[config.mk]
export PLATFORM = sky130hd
export DESIGN_NAME = dbg_step_ctrl
export DESIGN_NICKNAME = d
export VERILOG_FILES = /design/src/rtl/dbg_pkg.sv /design/src/rtl/dbg_report_ser.sv /design/src/rtl/dbg_step_ctrl.sv
export SDC_FILE = /design/constraint.sdc
export NUM_CORES = 1
export LEC_CHECK = 0
export ABC_AREA = 1
export CAP_MARGIN = 30
export CORE_MARGIN = 4
export CORE_UTILIZATION = 50
export CTS_BUF_LIST = sky130_fd_sc_hd__clkbuf_4 sky130_fd_sc_hd__clkbuf_8
export CTS_CLUSTER_SIZE = 20
export DETAILED_ROUTE_END_ITERATION = 7
export GPL_TIMING_DRIVEN = 0
export HOLD_SLACK_MARGIN = 0.1
export PLACE_DENSITY = 0.79
export REMOVE_ABC_BUFFERS = 1
export SYNTH_ARGS = -nofsm -noshare
export SYNTH_HDL_FRONTEND = slang
export SYNTH_SLANG_ARGS = --single-unit
[constraint.sdc]
create_clock -name clk -period 1.74 [get_ports clk]
set_input_delay 0.348 -clock clk [delete_from_list [all_inputs] [get_ports clk]]
set_output_delay 0.348 -clock clk [all_outputs]
set_load 0.02 [all_outputs]
[src/rtl/dbg_pkg.sv]
// Shared definitions for the debug step controller: command bytes, FSM
// state encoding and the report snapshot layout.
package dbg_pkg;

    localparam logic [7:0] CMD_RUN    = 8'h43;
    localparam logic [7:0] CMD_STEP   = 8'h53;
    localparam logic [7:0] CMD_REPORT = 8'h52;
    localparam logic [7:0] CMD_BREAK  = 8'h42;

    localparam int unsigned REPORT_BYTES = 8;
    localparam int unsigned BYTE_W       = 8;
    localparam int unsigned FIELD_W      = 32;

    typedef enum logic [1:0] {
        IDLE = 2'd0,
        RUN  = 2'd1,
        STEP = 2'd2,
        SEND = 2'd3
    } state_t;

    // Report payload, transmitted MSB-first: PC then cycle count.
    typedef struct packed {
        logic [FIELD_W-1:0] pc;
        logic [FIELD_W-1:0] cycles;
    } report_t;

endpackage

[src/rtl/dbg_report_ser.sv]
// Report serializer: loads a snapshot and shifts it out one byte at a time
// over the tx valid/ready handshake. done_c marks acceptance of the last byte.
module dbg_report_ser
    import dbg_pkg::*;
(
    input  logic        clk,
    input  logic        rst,
    input  logic        load,
    input  report_t     snap,
    input  logic        tx_ready,
    output logic [7:0]  tx_data,
    output logic        tx_valid,
    output logic        done_c
);

    localparam int unsigned SNAP_W = $bits(report_t);
    localparam int unsigned IDX_W  = $clog2(REPORT_BYTES);

    logic [SNAP_W-1:0] shreg;
    logic [IDX_W-1:0]  idx;

    assign done_c = tx_valid && tx_ready && (idx == IDX_W'(REPORT_BYTES - 1));

    // Byte shifter; tx_data only changes on load or on an accepted byte.
    always_ff @(posedge clk) begin
        if (rst) begin
            shreg    <= '0;
            idx      <= '0;
            tx_valid <= 1'b0;
            tx_data  <= '0;
        end else if (load) begin
            tx_data  <= snap[SNAP_W-1 -: BYTE_W];
            shreg    <= {snap[SNAP_W-BYTE_W-1:0], BYTE_W'(0)};
            idx      <= '0;
            tx_valid <= 1'b1;
        end else if (tx_valid && tx_ready) begin
            idx <= idx + IDX_W'(1);
            if (done_c) begin
                tx_valid <= 1'b0;
            end else begin
                tx_data <= shreg[SNAP_W-1 -: BYTE_W];
                shreg   <= shreg << BYTE_W;
            end
        end
    end

endmodule

[src/rtl/dbg_step_ctrl.sv]
// Debug step controller: runs or single-steps the pipeline via db_we under
// UART commands and reports PC plus executed-cycle count when it stops.
// Optional watchdog on continuous runs: define DBG_TIMEOUT_EN.
module dbg_step_ctrl
    import dbg_pkg::*;
#(
    parameter int unsigned PC_W      = 32,
    parameter int unsigned CYCLE_W   = 32,
    parameter logic [31:0] RUN_LIMIT = 32'd1000000
) (
    input  logic            clk,
    input  logic            rst,
    input  logic [7:0]      cmd_data,
    input  logic            cmd_valid,
    output logic            cmd_ready,
    input  logic            halt_in,
    input  logic [PC_W-1:0] pc_in,
    output logic            db_we,
    output logic [7:0]      tx_data,
    output logic            tx_valid,
    input  logic            tx_ready,
    output logic            halted,
    output logic            bad_cmd
`ifdef DBG_TIMEOUT_EN
    ,
    output logic            run_timeout
`endif
);

    state_t               state, state_nxt;
    logic                 cmd_acc_c;
    logic                 bad_c;
    logic                 halt_set_c;
    logic                 load_c;
    logic                 entry_q;
    logic                 ser_done_c;
    logic [CYCLE_W-1:0]   cycle_cnt;
    report_t              snap_c;

`ifdef DBG_TIMEOUT_EN
    logic                 to_c;
    logic [31:0]          run_cnt;
`else
    logic                 unused_run_limit;
    assign unused_run_limit = ^RUN_LIMIT;
`endif

    assign cmd_acc_c = cmd_valid && cmd_ready;
    assign snap_c    = '{pc: FIELD_W'(pc_in), cycles: FIELD_W'(cycle_cnt)};

    // Next-state and per-cycle control decode.
    always_comb begin
        state_nxt  = state;
        bad_c      = 1'b0;
        halt_set_c = 1'b0;
        load_c     = 1'b0;
`ifdef DBG_TIMEOUT_EN
        to_c       = 1'b0;
`endif
        case (state)
            IDLE: begin
                if (cmd_acc_c) begin
                    case (cmd_data)
                        CMD_RUN:    if (halted) bad_c = 1'b1; else state_nxt = RUN;
                        CMD_STEP:   if (halted) bad_c = 1'b1; else state_nxt = STEP;
                        CMD_REPORT: state_nxt = SEND;
                        default:    bad_c = 1'b1;
                    endcase
                end
            end
            RUN: begin
                if (halt_in) begin
                    halt_set_c = 1'b1;
                    state_nxt  = SEND;
                end else if (cmd_acc_c && cmd_data == CMD_BREAK) begin
                    state_nxt = SEND;
`ifdef DBG_TIMEOUT_EN
                end else if (run_cnt == RUN_LIMIT - 32'd1) begin
                    to_c      = 1'b1;
                    state_nxt = SEND;
`endif
                end
            end
            STEP: begin
                halt_set_c = halt_in;
                state_nxt  = SEND;
            end
            SEND: begin
                load_c = entry_q;
                if (ser_done_c) state_nxt = IDLE;
            end
            default: state_nxt = IDLE;
        endcase
    end

    // State, registered outputs and cycle accounting.
    always_ff @(posedge clk) begin
        if (rst) begin
            state     <= IDLE;
            entry_q   <= 1'b0;
            db_we     <= 1'b0;
            cmd_ready <= 1'b0;
            bad_cmd   <= 1'b0;
            halted    <= 1'b0;
            cycle_cnt <= '0;
        end else begin
            state     <= state_nxt;
            entry_q   <= (state_nxt == SEND) && (state != SEND);
            db_we     <= (state_nxt == RUN) || (state_nxt == STEP);
            cmd_ready <= (state_nxt == IDLE) || (state_nxt == RUN);
            bad_cmd   <= bad_c;
            halted    <= halted | halt_set_c;
            if (state == RUN || state == STEP) cycle_cnt <= cycle_cnt + CYCLE_W'(1);
        end
    end

`ifdef DBG_TIMEOUT_EN
    // Run-segment watchdog counter and timeout pulse.
    always_ff @(posedge clk) begin
        if (rst) begin
            run_cnt     <= '0;
            run_timeout <= 1'b0;
        end else begin
            run_timeout <= to_c;
            if (state != RUN && state_nxt == RUN) run_cnt <= '0;
            else if (state == RUN)                run_cnt <= run_cnt + 32'd1;
        end
    end
`endif

    dbg_report_ser u_ser (
        .clk      (clk),
        .rst      (rst),
        .load     (load_c),
        .snap     (snap_c),
        .tx_ready (tx_ready),
        .tx_data  (tx_data),
        .tx_valid (tx_valid),
        .done_c   (ser_done_c)
    );

endmodule

# Yosys cells after proc, flatten, opt, wreduce, memory -nomap -nowiden
# Cells that the tools add are included.
totals:
  word_cells: 68
  regBits: 107
classes:
  bitwise: 3
  addsub: 2
  n_eq_ne: 13
  muxes: 22
  reduce_logical: 17
ops:
  columns: ["operator", "n"]
  rows:
  - ["64-bit two-way mux", 3]
  - ["32-bit by 1-bit adder with 32-bit output, second input constant", 1]
  - ["8-bit by 7-bit == test with 1-bit output, second input constant", 4]
  - ["8-bit two-way mux", 3]
  - ["2-bit two-way mux", 6]
  - ["2-bit == test, second input constant", 4]
  - ["2-bit case mux with 4 select lines", 1]
  - ["1-bit two-way mux", 6]
  - ["2-bit case mux with 3 select lines", 1]
  - ["1-bit logical AND", 5]
  - ["2-bit by 1-bit == test with 1-bit output, second input constant", 2]
  - ["2-bit logical NOT", 2]
  - ["2-bit inequality test, second input constant", 2]
  - ["1-bit case mux with 2 select lines", 2]
  - ["2-bit AND reduction", 2]
  - ["2-bit nonzero test", 2]
  - ["2-bit OR reduction", 2]
  - ["3-bit by 1-bit adder with 3-bit output, second input constant", 1]
  - ["3-bit == test, second input constant", 1]
  - ["1-bit logical OR", 3]
  - ["3-bit OR reduction", 1]
  - ["1-bit NOT", 2]
  - ["1-bit OR", 1]

# Logic depth before layout (Yosys ltp)
logic_depth:
  ltp_word: 7
  mapped_depth: 13
  mapped_depth_nobuf: 13

# Hierarchy
# A second synthesis with hierarchy kept.
hier_totals:
  hier_cells: 808
  hier_area_um2: 5457.7
modules_own_cells:
  columns: ["module", "area_each_um2", "cells_each", "instances", "seq_area_each_um2"]
  rows:
  - ["dbg_report_ser", 3240.6, 488, 1, 1361.3]
  - ["dbg_step_ctrl", 2217.1, 320, 1, 780.7]

# Worst setup path before layout
# OpenSTA, ideal clock, no wires.
synth_timing:
  path_type: "reg-to-reg"
  from: "register state[0]"
  to: "register cycle_cnt[27]"
  t_required_ps: 1625
  path_stages_with_launch: 12
  arrival_ps: 1656
  setup_slack_ps: -31
  setup_time_ps: 115
  period_less_slack_ps: 1771
  n_path_buf: 0
  path_cell_list: "dfxtp_1 inv_1 ha_1 nand2_2 nor2_4 nand2_4 nor2_8 nand3_4 nor2_4 nand3_1 nand2_1 nor2_1"
synth_between:
  elab_chain_len: 2
  word_cells_on_any_way: 3
  cone_classes: "2 x eq/ne; 1 x reduce/logical"
synth_rtl:
  columns: ["element", "line", "text"]
  rows:
  - ["start, declared", "dbg_step_ctrl.sv:30", "state_t state, state_nxt;"]
  - ["start signal, assigned", "dbg_step_ctrl.sv:107", "state <= state_nxt;"]
  - ["2-bit by 1-bit == test with 1-bit output / 2-bit == test (equally long branches)", "dbg_step_ctrl.sv:113", "if (state == RUN || state == STEP) cycle_cnt <= cycle_cnt + CYCLE_W'(1);"]
  - ["1-bit logical OR (*)", "dbg_step_ctrl.sv:113", null]
  - ["end signal, assigned", "dbg_step_ctrl.sv:113", null]
  - ["end, declared", "dbg_step_ctrl.sv:37", "logic [CYCLE_W-1:0] cycle_cnt;"]
# Every way passes the cells marked *; elsewhere a longest branch is shown, timed or not.
# A chain may end at the register's enable or synchronous reset.

# Final worst setup path
layout_timing:
  from: "register state[0]"
  to: "register cycle_cnt[14]"
# The elaborated chain is that of the path after synthesis.

==> results.md <==
- Syn_area_per_cell: 7.28 um2
- Top post-synthesis cells by count: nand2_1, dfxtp_1, nor2_1
- Skew final: 0.0137 ns
- Starting Density: 0.514
- Max clock buf depth: 2
- Cell taking the most area after synthesis: dfxtp_1
- Sw Share: 0.288
- Place WS: -0.795 ns
- Sequential group share of total power: 0.510
- Crit-path max FO: 6
- Top area cells in the synthesized netlist: dfxtp_1, nand2_1, a311oi_1
- WL met3: 736 um
- Die area: 11700 um2
- Initial antenna violation count: 0
- Placement Rows: 36
- Synth top area share: 0.427
- Syn. warnings: 0
- Critical Path Sink Type: register
- Root buffer cell: clkbuf_8
- Total vias in the final route: 4946
- Gr ovfl total: 0
- Synth async-reset ratio: 0
- Max VDD drop: 491 uV
- Gate Count Post-Synth: 690
- Metal1 wirelength: 5650 um
- LEAKAGE: 2.34 nW
- Final TNS setup: -0.0152 ns
- DIE HEIGHT: 108 um
- DRT iter0 DRCs: 311
- Total power: 5.19 mW
- ANT cells: 0
- Final setup vio count: 1
- Violated checks: negative setup slack
- Initial DRT Pass Iterations: 7
- WL per Instance: 14.5 um
- Hold Fails Final Rpt: 0
- Top-count cell post-synth: nand2_1
- Setup CP Type: reg2reg
- Hold_buf cts: 0
- Setup ws final: -0.0152 ns
- Core Area: 9770 um2
- Clk Latency, worst-skew pair: 0.37 ns
- Seq/Total Area, Yosys: 0.427
- CP required: 2.00 ns
- Final HPWL DP: 7780 um
- Placed cells: 850
- # IOs: 58
- Tot GR Track Use: 0.210
- Slew headroom: 0.328
- Final Hold Slack: 0.470 ns
- First-pass GRT wire length: 20300 um
- Period utilization: 1.01
- P&R area growth vs syn: 27.1%
- Fin cells: 889
- GPL Wtd Cong: 0.891
- Clock network fraction of total power: 0.303
- CP startpoint kind: register
- Wire length on met2: 6280 um
- Top sig layer: met4
- Gate power share: 0.187
- EDFF count, synth: 0
- RSZ-0062 raised after global routing: true
- Port Buffers: 57
- Worst-Margin Slew: 1.01 ns
- Final wirelength: 12900 um
- PD cells: 814 nW/um2
- Total CTS buffers: 9
- Vias in the first global route: 4644
- CTS clk-pin slew, worst paths: 0.10 ns
- Outcome: finished, violations left
- Die width: 108 um
- Post-Syn Area: 5020 um2
- CTS tree: done
- Largest net degree at the start of global routing: 54
- Main synth FF type: dfxtp_1
- P_int: 3.70 mW
- Maxcap violations: 0
- Post-DRT Antenna Nets: 0
- Arrival time of the worst setup path: 2.02 ns
- Post-synthesis cell type count: 37
- Worst hold path class: reg2reg
- Min Clock Period, post-route: 1.76 ns
- Yosys reg bits: 107
- Clock Sinks: 107
- Layout Nets: 807
- Final Slew Violations: 0
- H-tree depth: 3
- # DRC: 0
- P_sw: 1.50 mW
- Fraction of layout cells with a size suffix above 1: 0.140
- Fmax: 570 MHz
- Vias per std cell: 5.56
## layout by cell type, fill, tap and decap left out, drive strengths merged
cell and n:
and3 2, nand3 29, xnor2 2, clkinvlp 2
nand2b 1, clkinv 1, bufbuf 1, nand2 208
dlymetal6s2s 5, and2 1, nor2 100, nand4 7
nor3 11, inv 53, a211oi 1, clkbuf 12
nor2b 1, buf 25, ha 11, bufinv 1
xor2 3, dfxtp 107, o21a 3, a21oi 35
o21ai 25, dlygate4sd2 1, a31oi 8, a311oi 48
nor4 2, clkdlybuf4s50 50
## flip-flops by register name (all words and copies together) (netlist names)
signal / count
cmd_ready: 1
cycle_cnt: 32
u_ser.tx_data: 8
u_ser.shreg: 56
entry_q: 1
halted: 1
state: 2
u_ser.idx: 3
bad_cmd: 1
db_we: 1
u_ser.tx_valid: 1
## layer usage
metal,vias to the layer above,track usage
met3,24,0.0310
li1,2429,-
met5,-,0
met4,0,0.0595
met2,163,0.383
met1,2330,0.255
## power by group through the flow
| stage | Clock (mW) | Sequential, mW | Combinational (mW) |
|---|---|---|---|
| floorplan | 0 | 2.71 | 0.383 |
| global placement | 0 | 2.67 | 0.708 |
| detailed placement | 0 | 2.68 | 0.748 |
| CTS | 1.59 | 2.64 | 0.867 |
| global route | 1.69 | 2.67 | 1.06 |
| finish | 1.57 | 2.65 | 0.972 |
## worst max-delay path: stages (launching register included)
cell and delay (ns):
dfxtp_4 0.41, inv_4 0.06, ha_4 0.32, nand2_4 0.07
nor2_4 0.13, inv_2 0.08, nor4_4 0.29, nand3_1 0.13
nand2_1 0.09, nor2_1 0.06
## timing repair
item,CTS,global route
pin swaps,10,23
setup endpoints to repair,96,89
gates resized for setup,24,44
gates cloned,2,2
buffers inserted,12,7
## final timing paths
| check | startpoint | endpoint | slack, ns | cells after the start |
|---|---|---|---|---|
| worst max-delay path | state[0] | cycle_cnt[14] | -0.02 | 9 |
| worst min-delay path | u_ser.shreg[13] | u_ser.shreg[13] | 0.47 | 2 |
| worst max register to register | state[0] | cycle_cnt[14] | -0.02 | 9 |
| worst min register to register | u_ser.shreg[13] | u_ser.shreg[13] | 0.47 | 2 |
## final cells by class
| cell class | instances | area (um2) |
|---|---|---|
| clock buffer | 10 | 131 |
| clock inverter | 6 | 71.3 |
| fill | 816 | 3390 |
| inverter | 51 | 201 |
| multi-input combinational | 498 | 2740 |
| sequential | 107 | 2150 |
| tap | 133 | 166 |
| timing repair buffer | 84 | 917 |
## through the flow
stage,cell area (um2),utilization
after global placement,5600,0.573
after floorplan,4860,-
after CTS,6110,0.625
final,6380,0.653
after global routing,6380,0.653
after detailed placement,5710,0.584
## logic make-up after synthesis
logic type                 count (synthesis)  synth area share
and+or+nand+nor                          362             0.309
AOI/OAI and AO/OA                        119             0.159
DFF                                      107             0.427
buffers and inverters                     86            0.0693
adders and majority gates                 11            0.0274
xor gates and xnor gates                   5           0.00873
(Power assumes the default switching activity.)
